**src/rtl/udp_tx_arbiter.sv**
```systemverilog
// Round-robin arbiter sharing one UDP TX path between NUM_SRC sources.
// A source is granted for a whole packet: from header acceptance through the
// payload tlast handshake. Header and payload pass through combinationally.
module udp_tx_arbiter #(
    parameter int unsigned NUM_SRC        = 2,
    parameter int unsigned AXI_DATA_WIDTH = 8
) (
    input  logic                                i_clk,
    input  logic                                i_reset_n,
    input  logic [NUM_SRC-1:0]                  s_udp_hdr_tvalid,
    output logic [NUM_SRC-1:0]                  s_udp_hdr_trdy,
    input  logic [NUM_SRC*16-1:0]               s_udp_src_port,
    input  logic [NUM_SRC*16-1:0]               s_udp_dst_port,
    input  logic [NUM_SRC*16-1:0]               s_udp_length_port,
    input  logic [NUM_SRC*16-1:0]               s_udp_hdr_checksum,
    input  logic [NUM_SRC*AXI_DATA_WIDTH-1:0]   s_axis_tdata,
    input  logic [NUM_SRC-1:0]                  s_axis_tvalid,
    input  logic [NUM_SRC-1:0]                  s_axis_tlast,
    output logic [NUM_SRC-1:0]                  s_axis_trdy,
    output logic                                m_udp_hdr_tvalid,
    input  logic                                m_udp_hdr_trdy,
    output logic [15:0]                         m_udp_src_port,
    output logic [15:0]                         m_udp_dst_port,
    output logic [15:0]                         m_udp_length_port,
    output logic [15:0]                         m_udp_hdr_checksum,
    output logic [AXI_DATA_WIDTH-1:0]           m_axis_tdata,
    output logic                                m_axis_tvalid,
    output logic                                m_axis_tlast,
    input  logic                                m_axis_trdy,
    output logic [NUM_SRC-1:0]                  o_grant
);

    localparam int unsigned IdxW = (NUM_SRC > 1) ? $clog2(NUM_SRC) : 1;

    typedef enum logic [1:0] {StIdle, StHdr, StPayload} state_e;

    state_e               state_q, state_d;
    logic [NUM_SRC-1:0]   grant_q, grant_d;
    logic [IdxW-1:0]      gidx_q, gidx_d;
    logic [IdxW-1:0]      last_q, last_d;

    // Signals of the currently granted source
    logic                      g_hdr_valid;
    logic                      g_axis_valid;
    logic                      g_axis_last;
    logic [15:0]               g_src, g_dst, g_len, g_csum;
    logic [AXI_DATA_WIDTH-1:0] g_data;

    logic                      found;
    logic [IdxW-1:0]           sel;

    // Select the granted source's header and payload signals
    always_comb begin
        g_hdr_valid  = 1'b0;
        g_axis_valid = 1'b0;
        g_axis_last  = 1'b0;
        g_src        = '0;
        g_dst        = '0;
        g_len        = '0;
        g_csum       = '0;
        g_data       = '0;
        for (int i = 0; i < NUM_SRC; i++) begin
            if (gidx_q == IdxW'(i)) begin
                g_hdr_valid  = s_udp_hdr_tvalid[i];
                g_axis_valid = s_axis_tvalid[i];
                g_axis_last  = s_axis_tlast[i];
                g_src        = s_udp_src_port[i*16 +: 16];
                g_dst        = s_udp_dst_port[i*16 +: 16];
                g_len        = s_udp_length_port[i*16 +: 16];
                g_csum       = s_udp_hdr_checksum[i*16 +: 16];
                g_data       = s_axis_tdata[i*AXI_DATA_WIDTH +: AXI_DATA_WIDTH];
            end
        end
    end

    // Round-robin pick: first requester above last_q, else wrap to the lowest index
    always_comb begin
        found = 1'b0;
        sel   = '0;
        for (int i = 0; i < NUM_SRC; i++) begin
            if (!found && (IdxW'(i) > last_q) && s_udp_hdr_tvalid[i]) begin
                found = 1'b1;
                sel   = IdxW'(i);
            end
        end
        for (int i = 0; i < NUM_SRC; i++) begin
            if (!found && (IdxW'(i) <= last_q) && s_udp_hdr_tvalid[i]) begin
                found = 1'b1;
                sel   = IdxW'(i);
            end
        end
    end

    // State and grant registers; reset aborts any packet in flight
    always_ff @(posedge i_clk or negedge i_reset_n) begin
        if (!i_reset_n) begin
            state_q <= StIdle;
            grant_q <= '0;
            gidx_q  <= '0;
            last_q  <= IdxW'(NUM_SRC - 1);
        end else begin
            state_q <= state_d;
            grant_q <= grant_d;
            gidx_q  <= gidx_d;
            last_q  <= last_d;
        end
    end

    // Next-state: grant in IDLE, hold through header and payload until tlast
    always_comb begin
        state_d = state_q;
        grant_d = grant_q;
        gidx_d  = gidx_q;
        last_d  = last_q;
        unique case (state_q)
            StIdle: begin
                if (found) begin
                    state_d = StHdr;
                    grant_d = NUM_SRC'(1) << sel;
                    gidx_d  = sel;
                end
            end
            StHdr: begin
                if (g_hdr_valid && m_udp_hdr_trdy) begin
                    state_d = StPayload;
                end
            end
            StPayload: begin
                if (g_axis_valid && m_axis_trdy && g_axis_last) begin
                    state_d = StIdle;
                    grant_d = '0;
                    last_d  = gidx_q;
                end
            end
            default: state_d = StIdle;
        endcase
    end

    // Outputs: only the active phase of the granted source is connected
    always_comb begin
        m_udp_hdr_tvalid   = 1'b0;
        m_udp_src_port     = '0;
        m_udp_dst_port     = '0;
        m_udp_length_port  = '0;
        m_udp_hdr_checksum = '0;
        m_axis_tdata       = '0;
        m_axis_tvalid      = 1'b0;
        m_axis_tlast       = 1'b0;
        s_udp_hdr_trdy     = '0;
        s_axis_trdy        = '0;
        unique case (state_q)
            StHdr: begin
                m_udp_hdr_tvalid   = g_hdr_valid;
                m_udp_src_port     = g_src;
                m_udp_dst_port     = g_dst;
                m_udp_length_port  = g_len;
                m_udp_hdr_checksum = g_csum;
                s_udp_hdr_trdy     = grant_q & {NUM_SRC{m_udp_hdr_trdy}};
            end
            StPayload: begin
                m_axis_tdata  = g_data;
                m_axis_tvalid = g_axis_valid;
                m_axis_tlast  = g_axis_last;
                s_axis_trdy   = grant_q & {NUM_SRC{m_axis_trdy}};
            end
            default: ;
        endcase
    end

    assign o_grant = grant_q;

endmodule

```
**config.mk**
```make
export PLATFORM = sky130hd
export DESIGN_NAME = udp_tx_arbiter
export DESIGN_NICKNAME = d
export VERILOG_FILES = /design/src/rtl/udp_tx_arbiter.sv
export SDC_FILE = /design/constraint.sdc
export NUM_CORES = 1
export LEC_CHECK = 0
export ABC_AREA = 0
export BUFFER_PORTS_ARGS = -buffer_cell sky130_fd_sc_hd__buf_2
export CAP_MARGIN = 20
export CORE_AREA = 2 2 91 93
export DETAILED_ROUTE_END_ITERATION = 10
export DIE_AREA = 0 0 93 95
export PLACE_DENSITY = 0.56
export SETUP_SLACK_MARGIN = 0.4
export SYNTH_ARGS = -nofsm -noshare
export SYNTH_HDL_FRONTEND = slang
export SYNTH_SLANG_ARGS = --single-unit
export TNS_END_PERCENT = 5
```
**constraint.sdc**
```tcl
create_clock -name i_clk -period 1.95 [get_ports i_clk]
set_input_delay 0.39 -clock i_clk [delete_from_list [all_inputs] [get_ports i_clk]]
set_output_delay 0.39 -clock i_clk [all_outputs]
set_load 0.01 [all_outputs]
```
==> impl_metrics.ini, run 1 <==
[worst_setup_path]
cp_max_fo = 8
rrSetupSlack_ns = 0.23
end_kind = primary output
crit_start = gidx_q
crit_type = flop to primary output
timing.rr.end = last_q
critPathRequiredTime_ns = 1.56
slowest_delay_ns = 0.54
cpMaxStageDelayCell = dfrtp_4
cp-start-kind = flop
path_cells = buf_12, buf_16, mux2i_2, nor2_1, buf_2
reg2reg_depth = 5
r2r_start = gidx_q
crit_end = m_axis_tdata[3]
cp_data_arrival_time_ns = 1.44

[cells_and_area]
layout_commonest_cell = buf_2
fillers = 842
drive_gt1_frac = 0.600
layout.nets = 592
n_antenna_cell = 0
final_cell_mix = 234 x buf_2, 78 x nor2_1, 70 x mux2i_1
fin_cells = 542
areaGrowthSynthToFinish_pct = 103

[routing]
wl_um = 6600
postRouteAntennaNets = 0
detail_route.wl_per_cell_um = 12.2
firstDrtPassIters = 4
dr_total_vias = 2306
drt_iter0_markers = 47
vias_per_cell = 4.25
route.detailed.drc = 0

[grt]
grt_pass1_wl_um = 9250
overflow = 0
grt_pass1_vias = 2109
antenna_found_initial = 0
track_usage = 0.128
grt_max_degree = 39

[timing]
rsz0062_at_grt = yes
slew_headroom = 0.753
min_period_ns = 1.83
worst_slew_pin_slew_ns = 0.371
drv_slew = 0
fin_crit_sh = 0.940
whs_ns = 0.484
setup_viol = 0
fmax_mhz = 545
setup_tns_ns = 0
hold_viol_final = 0
skew_ns = 0.00696

[clock_network]
cts_num_sinks = 6
cts_tree = done
cts_made_buffers = 3
htree_levels = 1
clockBufferDepth = 2
cts_root_buffer = clkbuf_8
path_clk_slew_ns = 0.04
clk_latency_ns = 0.23

[placement]
dp.cells = 528
hpwlAfterDp_um = 5250
port_buffers = 234
gp_congestion = 0.778

[status]
status = finished clean

[floorplan]
core_sq_um = 7930
die_x_um = 93
rows = 33
start_util = 0.185
dieArea_sq_um = 8840
die_h_um = 95
pin_count = 235

[yosys]
synthesis.instances = 201
synth_nets = 355
ys_seq_area_frac = 0.103
yosysUniqueCellTypes = 25
ys_seq_elements = 6
ys_warn_count = 0
syn_area_sq_um = 1470
syn_avg_cell_area_sq_um = 7.29

[pwr]
p_leak_nw = 1.84
peakVddDrop_mv = 0.664
power_density_nw_per_um2 = 1330

[worst_hold_path]
hold_class = primary input to flop

[flow_run]
maxCapViolations = 0
-- flip-flops by register name, summed over array words and instances (netlist names) --
name / flops
gidx_q: 1
last_q: 1
o_grant: 2
state_q: 2
-- timing repair --
item / in CTS / in global routing
resized for setup: 6 / 3
cloned: 2 / 2
pin swaps: 0 / 0
setup endpoints to repair: 78 / 81
endpoints found under the hold margin: 5 / 0
setup buffers: 5 / 0
hold buffers: 1 / 0
-- power by group --
part           switching (mW)  internal (mW)
Sequential             0.0733          0.199
Combinational            1.79           1.70
Clock                  0.0597          0.141
-- how the worst min path moves through the flow --
| stage | cells past startpoint | endpoint | slack (ns) | startpoint |
|---|---|---|---|---|
| floorplan | 0 | gidx_q | 0.09 | i_reset_n |
| global placement | 1 | o_grant[1] | 0.22 | i_reset_n |
| detailed placement | 1 | o_grant[1] | 0.22 | i_reset_n |
| CTS | 3 | o_grant[0] | 0.49 | s_udp_hdr_tvalid[0] |
| global route | 3 | o_grant[0] | 0.50 | s_udp_hdr_tvalid[0] |
| finish | 3 | o_grant[0] | 0.48 | s_udp_hdr_tvalid[0] |
-- cell type report --
cell class | instances | area [sq um] | share of cell area
multi-input combinational | 173 | 1220 | 0.411
sequential | 6 | 155 | 0.0521
timing repair buffer | 249 | 1400 | 0.471
inverter | 5 | 18.8 | 0.00631
clock buffer | 4 | 45.0 | 0.0151
tap | 105 | 131 | 0.0442
-- cell usage after synthesis, drive strengths merged --
cell	n	area, sq um
o21bai	1	7.51
o211ai	1	7.51
nand2	1	3.75
nor2	78	293
mux2i	75	751
o21a	1	7.51
nand3b	2	27.5
inv	5	18.8
o31ai	2	15.0
nor2b	1	6.26
nand3	2	10.0
dfrtp	5	125
o22ai	1	6.26
a211oi	1	20.0
clkbuf	6	22.5
nor3	2	10.0
nand2b	2	12.5
dfstp	1	26.3
buf	11	73.8
mux2	1	11.3
a21oi	1	5.00
o21ai	1	5.00
-- worst max-delay path, delay by kind of cell (launching register included) --
kind | cells | cell delay [ns]
flip-flops | 1 | 0.54
buffers and inverters | 3 | 0.44
multiplexers | 1 | 0.17
AND/OR/NAND/NOR | 1 | 0.05
-- metal layers --
metal	global-route usage	wire, um	vias up
li1	-	-	1158
met1	0.131	2370	1015
met2	0.265	3540	131
met3	0.0311	669	2
met4	0.0184	21	0
met5	0	0	-
-- stage by stage --
stage / instance area [sq um] / worst slack, ns / total power [mW] / util
2_1_floorplan: 1470 / 0.448 / 2.30 / -
3_3_place_gp: 2740 / 0.253 / 3.34 / 0.346
3_5_place_dp: 2740 / 0.248 / 3.37 / 0.346
4_1_cts: 2910 / 0.119 / 3.89 / 0.368
5_1_grt: 2980 / 0.0350 / 4.32 / 0.375
6_report: 2980 / 0.116 / 3.96 / 0.375
-- logic make-up (layout without fill, tap and decap cells) --
group	count (synthesis)	in the layout	share of synthesized area
simple gates	88	88	0.248
mux	76	76	0.520
buf+inv	22	258	0.0786
compound gates	9	9	0.0504
flops	6	6	0.103
No activity file was read; power rests on OpenSTA's default activity.
==> run 2: changes to the inputs <==
==> constraint.sdc (replaced) <==
create_clock -name i_clk -period 1.95 [get_ports i_clk]
set_input_delay 0.195 -clock i_clk [delete_from_list [all_inputs] [get_ports i_clk]]
set_output_delay 0.195 -clock i_clk [all_outputs]
set_load 0.01 [all_outputs]
==> run 2 against run 1 <==
Effect of this change:
- global-route usage shrank 0.37 points
- hold slack lost 0.17 ns
- critical path depth did not move
- fmax is 13% higher
- count of clock-buffer cells in the layout did not move
- largest power group unchanged
==> impl_metrics.ini, run 2 (same netlist as run 1, synthesis figures left out) <==
[routing]
postRouteAntennaNets = 0
dr_total_vias = 2336
drt_iter0_markers = 25
firstDrtPassIters = 5
vias_per_cell = 4.29
route.detailed.drc = 0
detail_route.wl_per_cell_um = 12.6
m1WireLength_um = 2500
wl_met2_um = 3710
top_layer_used = met4
met3_length_um = 640
wl_um = 6870

[timing]
setup_viol = 0
skew_ns = 0.00316
slew_headroom = 0.771
worst_slew_pin_slew_ns = 0.343
setup_tns_ns = 0
setup_slack_ns = 0.326
min_period_ns = 1.62
rsz0062_at_grt = yes
fmax_mhz = 616
fin_crit_sh = 0.833
hold_viol_final = 0
drv_slew = 0

[cells_and_area]
layout.nets = 595
fillers = 852
fin_cells = 545
layout_commonest_cell = buf_2
n_antenna_cell = 0
final-seq-area_sq_um = 155
multi_input_area_sq_um = 1240
final_cell_mix = 234 x buf_2, 78 x nor2_1, 71 x mux2i_1
areaGrowthSynthToFinish_pct = 108
drive_gt1_frac = 0.602
design_area_sq_um = 3040

[status]
status = finished clean

[grt]
grt_pass1_vias = 2057
grt_pass1_wl_um = 9000
overflow = 0
antenna_found_initial = 0
track_usage = 0.125
grt_max_degree = 35

[placement]
dp.cells = 529
port_buffers = 234
hpwlAfterDp_um = 5350
preCtsSetupSlack_ns = 0.458
gp_congestion = 0.797
postPlaceCellArea_sq_um = 2750

[pwr]
power.net_switching_mw = 1.97
power_density_nw_per_um2 = 1350
clockPowerShare = 0.049
peakVddDrop_mv = 0.527
totalPowerFinal_mw = 4.10
pwr-share-seq = 0.062
p_leak_nw = 1.87
cell_internal_pwr_mw = 2.13
swShare = 0.480
power.share.combinational = 0.889

[clock_network]
clockBufferDepth = 2
cts_made_buffers = 3
path_clk_slew_ns = 0.04
cts_num_sinks = 6
clk_latency_ns = 0.23
cts_tree = done
cts_root_buffer = clkbuf_8
htree_levels = 1

[floorplan]
start_util = 0.185
dieArea_sq_um = 8840
pin_count = 235
core_sq_um = 7930
die_h_um = 95
die_x_um = 93
rows = 33

[worst_setup_path]
rrSetupSlack_ns = 0.47
reg2reg_depth = 4
r2r_start = gidx_q
end_kind = primary output
cp-start-kind = flop
critPathRequiredTime_ns = 1.75
cp_max_fo = 8
timing.rr.end = last_q
cp_data_arrival_time_ns = 1.43
crit_type = flop to primary output

[worst_hold_path]
hold_class = primary input to flop
worstHoldEndpoint = state_q[0]
min_from = m_udp_hdr_trdy
min_path_cells = 3

[flow_run]
maxCapViolations = 0
run 2: changes by cell type in the layout (fill, tap and decap cells not counted), moves of 2 or more:
cell       previous run  this run
buf_4                 6         4
mux2i_4               0         2
buf_6                 1         5
clkbuf_16             2         4
mux2i_2               5         2
run 2: repair_timing:
item                                   in CTS  in global routing
gates cloned                                1                  5
setup endpoints to repair                  70                 76
gates resized for setup                     0                 16
setup buffers                               2                  3
endpoints found under the hold margin       5                  0
hold buffers                                1                  0
pin swaps                                   0                  2
run 2: power by group through the flow:
stage / logic [mW] / clock network [mW] / registers, mW
2_1_floorplan: 2.07 / 0 / 0.234
3_3_place_gp: 3.07 / 0 / 0.288
3_5_place_dp: 3.09 / 0 / 0.291
4_1_cts: 3.25 / 0.202 / 0.270
5_1_grt: 3.98 / 0.216 / 0.264
6_report: 3.65 / 0.200 / 0.256
run 2: worst max-delay path by stage:
| stage | startpoint | endpoint | depth (start not counted) |
|---|---|---|---|
| 2_1_floorplan | gidx_q | last_q | 4 |
| 5_1_grt | gidx_q | m_udp_hdr_checksum[10] | 5 |
| 3_5_place_dp | gidx_q | m_udp_src_port[3] | 4 |
| 3_3_place_gp | gidx_q | m_udp_src_port[3] | 4 |
| 4_1_cts | gidx_q | m_udp_dst_port[13] | 4 |
| 6_report | gidx_q | m_udp_dst_port[0] | 5 |
run 2: area by class of cell:
class                      count  area share
clock buffer                   4      0.0148
inverter                       5     0.00617
multi-input combinational    173       0.408
sequential                     6      0.0510
tap                          105      0.0432
timing repair buffer         252       0.477
run 2: worst max-delay path, cell delays in order (launching register included):
cell and delay (ns):
dfrtp_4 0.50, buf_6 0.16, buf_12 0.15, mux2i_1 0.19, nor2_1 0.06, buf_2 0.14
run 2: routing by layer:
metal,GRT usage,up-vias
met5,0,-
met4,0.0184,0
met2,0.262,136
li1,-,1160
met1,0.128,1037
met3,0.0223,3
run 2: stage by stage:
step | util | hold slack [ns]
detailed placement | 0.347 | 0.0291
finish | 0.384 | 0.315
global route | 0.384 | 0.319
floorplan | - | -0.101
global placement | 0.347 | 0.0252
CTS | 0.360 | 0.290
==> run 3: changes to the inputs <==
--- a/config.mk
+++ b/config.mk
@@ -11,7 +11,7 @@
 export CORE_AREA = 2 2 91 93
 export DETAILED_ROUTE_END_ITERATION = 10
 export DIE_AREA = 0 0 93 95
-export PLACE_DENSITY = 0.56
+export PLACE_DENSITY = 0.58
 export SETUP_SLACK_MARGIN = 0.4
 export SYNTH_ARGS = -nofsm -noshare
 export SYNTH_HDL_FRONTEND = slang
==> constraint.sdc (replaced) <==
create_clock -name i_clk -period 1.4 [get_ports i_clk]
set_input_delay 0.14 -clock i_clk [delete_from_list [all_inputs] [get_ports i_clk]]
set_output_delay 0.14 -clock i_clk [all_outputs]
set_load 0.01 [all_outputs]
==> run 3 against run 2 <==
Effect of this change:
- the flow now finishes with violations (setup timing)
- via count is 0.73% lower
- cell count is 0.37% lower
- total power is 43% higher
- global-route usage is 0.15 points higher
- hold slack worse by 0.073 ns
- sequential power is 39% higher
- critical path type unchanged
- critical endpoint is now m_udp_dst_port[11]
==> impl_metrics.ini, run 3 (same netlist as run 1, synthesis figures left out) <==
[status]
status = finished, violations left
failed_checks = setup timing

[routing]
vias_per_cell = 4.27
drt_iter0_markers = 30
firstDrtPassIters = 4
dr_total_vias = 2319
postRouteAntennaNets = 0
detail_route.wl_per_cell_um = 12.6
route.detailed.drc = 0
wl_um = 6870

[worst_setup_path]
cpMaxStageDelayCell = dfrtp_4
slowest_delay_ns = 0.50
critPathRequiredTime_ns = 1.26
path_buf_inv = 3
r2r_start = gidx_q
end_kind = primary output
crit_start = gidx_q
cp_data_arrival_time_ns = 1.44
crit_family = flip-flops
cp_max_fo = 10
crit_type = flop to primary output
path_cells = buf_12, clkbuf_16, mux2i_1, nor2_2, buf_2
cp-start-kind = flop

[clock_network]
cts_made_buffers = 3
cts_tree = done
cts_root_buffer = clkbuf_8
clk_latency_ns = 0.23
htree_levels = 1
path_clk_slew_ns = 0.04
cts_num_sinks = 6
clockBufferDepth = 2

[cells_and_area]
areaGrowthSynthToFinish_pct = 110
design_area_sq_um = 3070
drive_gt1_frac = 0.600
fin_cells = 543
layout_commonest_cell = buf_2
layout.nets = 593
final_cell_mix = 234 x buf_2, 77 x nor2_1, 72 x mux2i_1
n_antenna_cell = 0

[pwr]
power.share.combinational = 0.890
peakVddDrop_mv = 0.984
pwr-share-seq = 0.061
swShare = 0.473
power.net_switching_mw = 2.78
p_leak_nw = 1.89
cell_internal_pwr_mw = 3.10
totalPowerFinal_mw = 5.88
clockPowerShare = 0.050
power_density_nw_per_um2 = 1920

[timing]
setup_viol = 78
hold_viol_final = 0
rsz0062_at_grt = yes
worst_slew_pin_slew_ns = 0.288
slew_headroom = 0.808
fmax_mhz = 633
skew_ns = 0.00397
fin_crit_sh = 1.13
drv_slew = 0
setup_tns_ns = -10.75
setup_slack_ns = -0.181
min_period_ns = 1.58

[placement]
gp_congestion = 0.804
dp.cells = 529
hpwlAfterDp_um = 5080
preCtsSetupSlack_ns = 0.0396
postPlaceCellArea_sq_um = 2770
port_buffers = 234

[floorplan]
rows = 33
start_util = 0.185
die_h_um = 95
pin_count = 235
dieArea_sq_um = 8840
core_sq_um = 7930
die_x_um = 93

[flow_run]
maxCapViolations = 0

[grt]
grt_pass1_vias = 2034
antenna_found_initial = 0
grt_max_degree = 67
grt_pass1_wl_um = 9160
overflow = 0
track_usage = 0.126

[worst_hold_path]
hold_class = primary input to flop
min_from = m_udp_hdr_trdy
==> run 3: cell types whose count changed in the layout (fill, tap and decap cells not counted), sizes merged <==
| cell | change |
|---|---|
| buf | -4 |
| bufbuf | +1 |
| clkbuf | +1 |
==> run 3: layer usage <==
metal	vias up	global-route usage	share of wire
li1	1161	-	-
met1	1035	0.147	0.40
met2	117	0.245	0.52
met3	6	0.0128	0.073
met5	-	0	0
met4	0	0.0294	0.0070
==> run 3: final timing paths <==
path	cells past startpoint	to	slack, ns
setup / recovery	5	m_udp_dst_port[11]	-0.18
hold / removal	3	state_q[0]	0.24
hold reg to reg	2	o_grant[1]	0.61
setup reg to reg	4	last_q	-0.09
max in group asynchronous	2	last_q	0.91
min in group asynchronous	2	state_q[1]	0.26
==> run 3: what timing repair did <==
action	4_1_cts	5_1_grt
endpoints found under the setup margin	85	85
pin swaps	3	6
hold buffers	1	0
endpoints found under the hold margin	6	0
setup buffers	2	0
resized for setup	5	3
cloned	2	5
==> run 3: power groups by stage <==
| stage | registers [mW] | clock network, mW | logic (mW) |
|---|---|---|---|
| finish | 0.357 | 0.292 | 5.23 |
| global route | 0.375 | 0.297 | 5.67 |
| CTS | 0.357 | 0.292 | 4.85 |
| detailed placement | 0.379 | 0 | 4.39 |
| global placement | 0.376 | 0 | 4.33 |
| floorplan | 0.327 | 0 | 2.95 |
==> run 3: worst min-delay path, stage by stage <==
cell and delay, ns:
buf_2 0.09, nor2b_1 0.13, o21bai_1 0.07
==> run 3: cell type report <==
type                       count  area [sq um]
multi-input combinational    173          1230
inverter                       5          18.8
timing repair buffer         250          1490
clock buffer                   4          45.0
fill                         836          4860
tap                          105           131
sequential                     6           155
==> run 3: through the flow <==
| step | util | hold WS (ns) |
|---|---|---|
| finish | 0.387 | 0.242 |
| global route | 0.387 | 0.280 |
| CTS | 0.370 | 0.242 |
| detailed placement | 0.349 | -0.0244 |
| global placement | 0.349 | -0.0236 |
| floorplan | - | -0.156 |
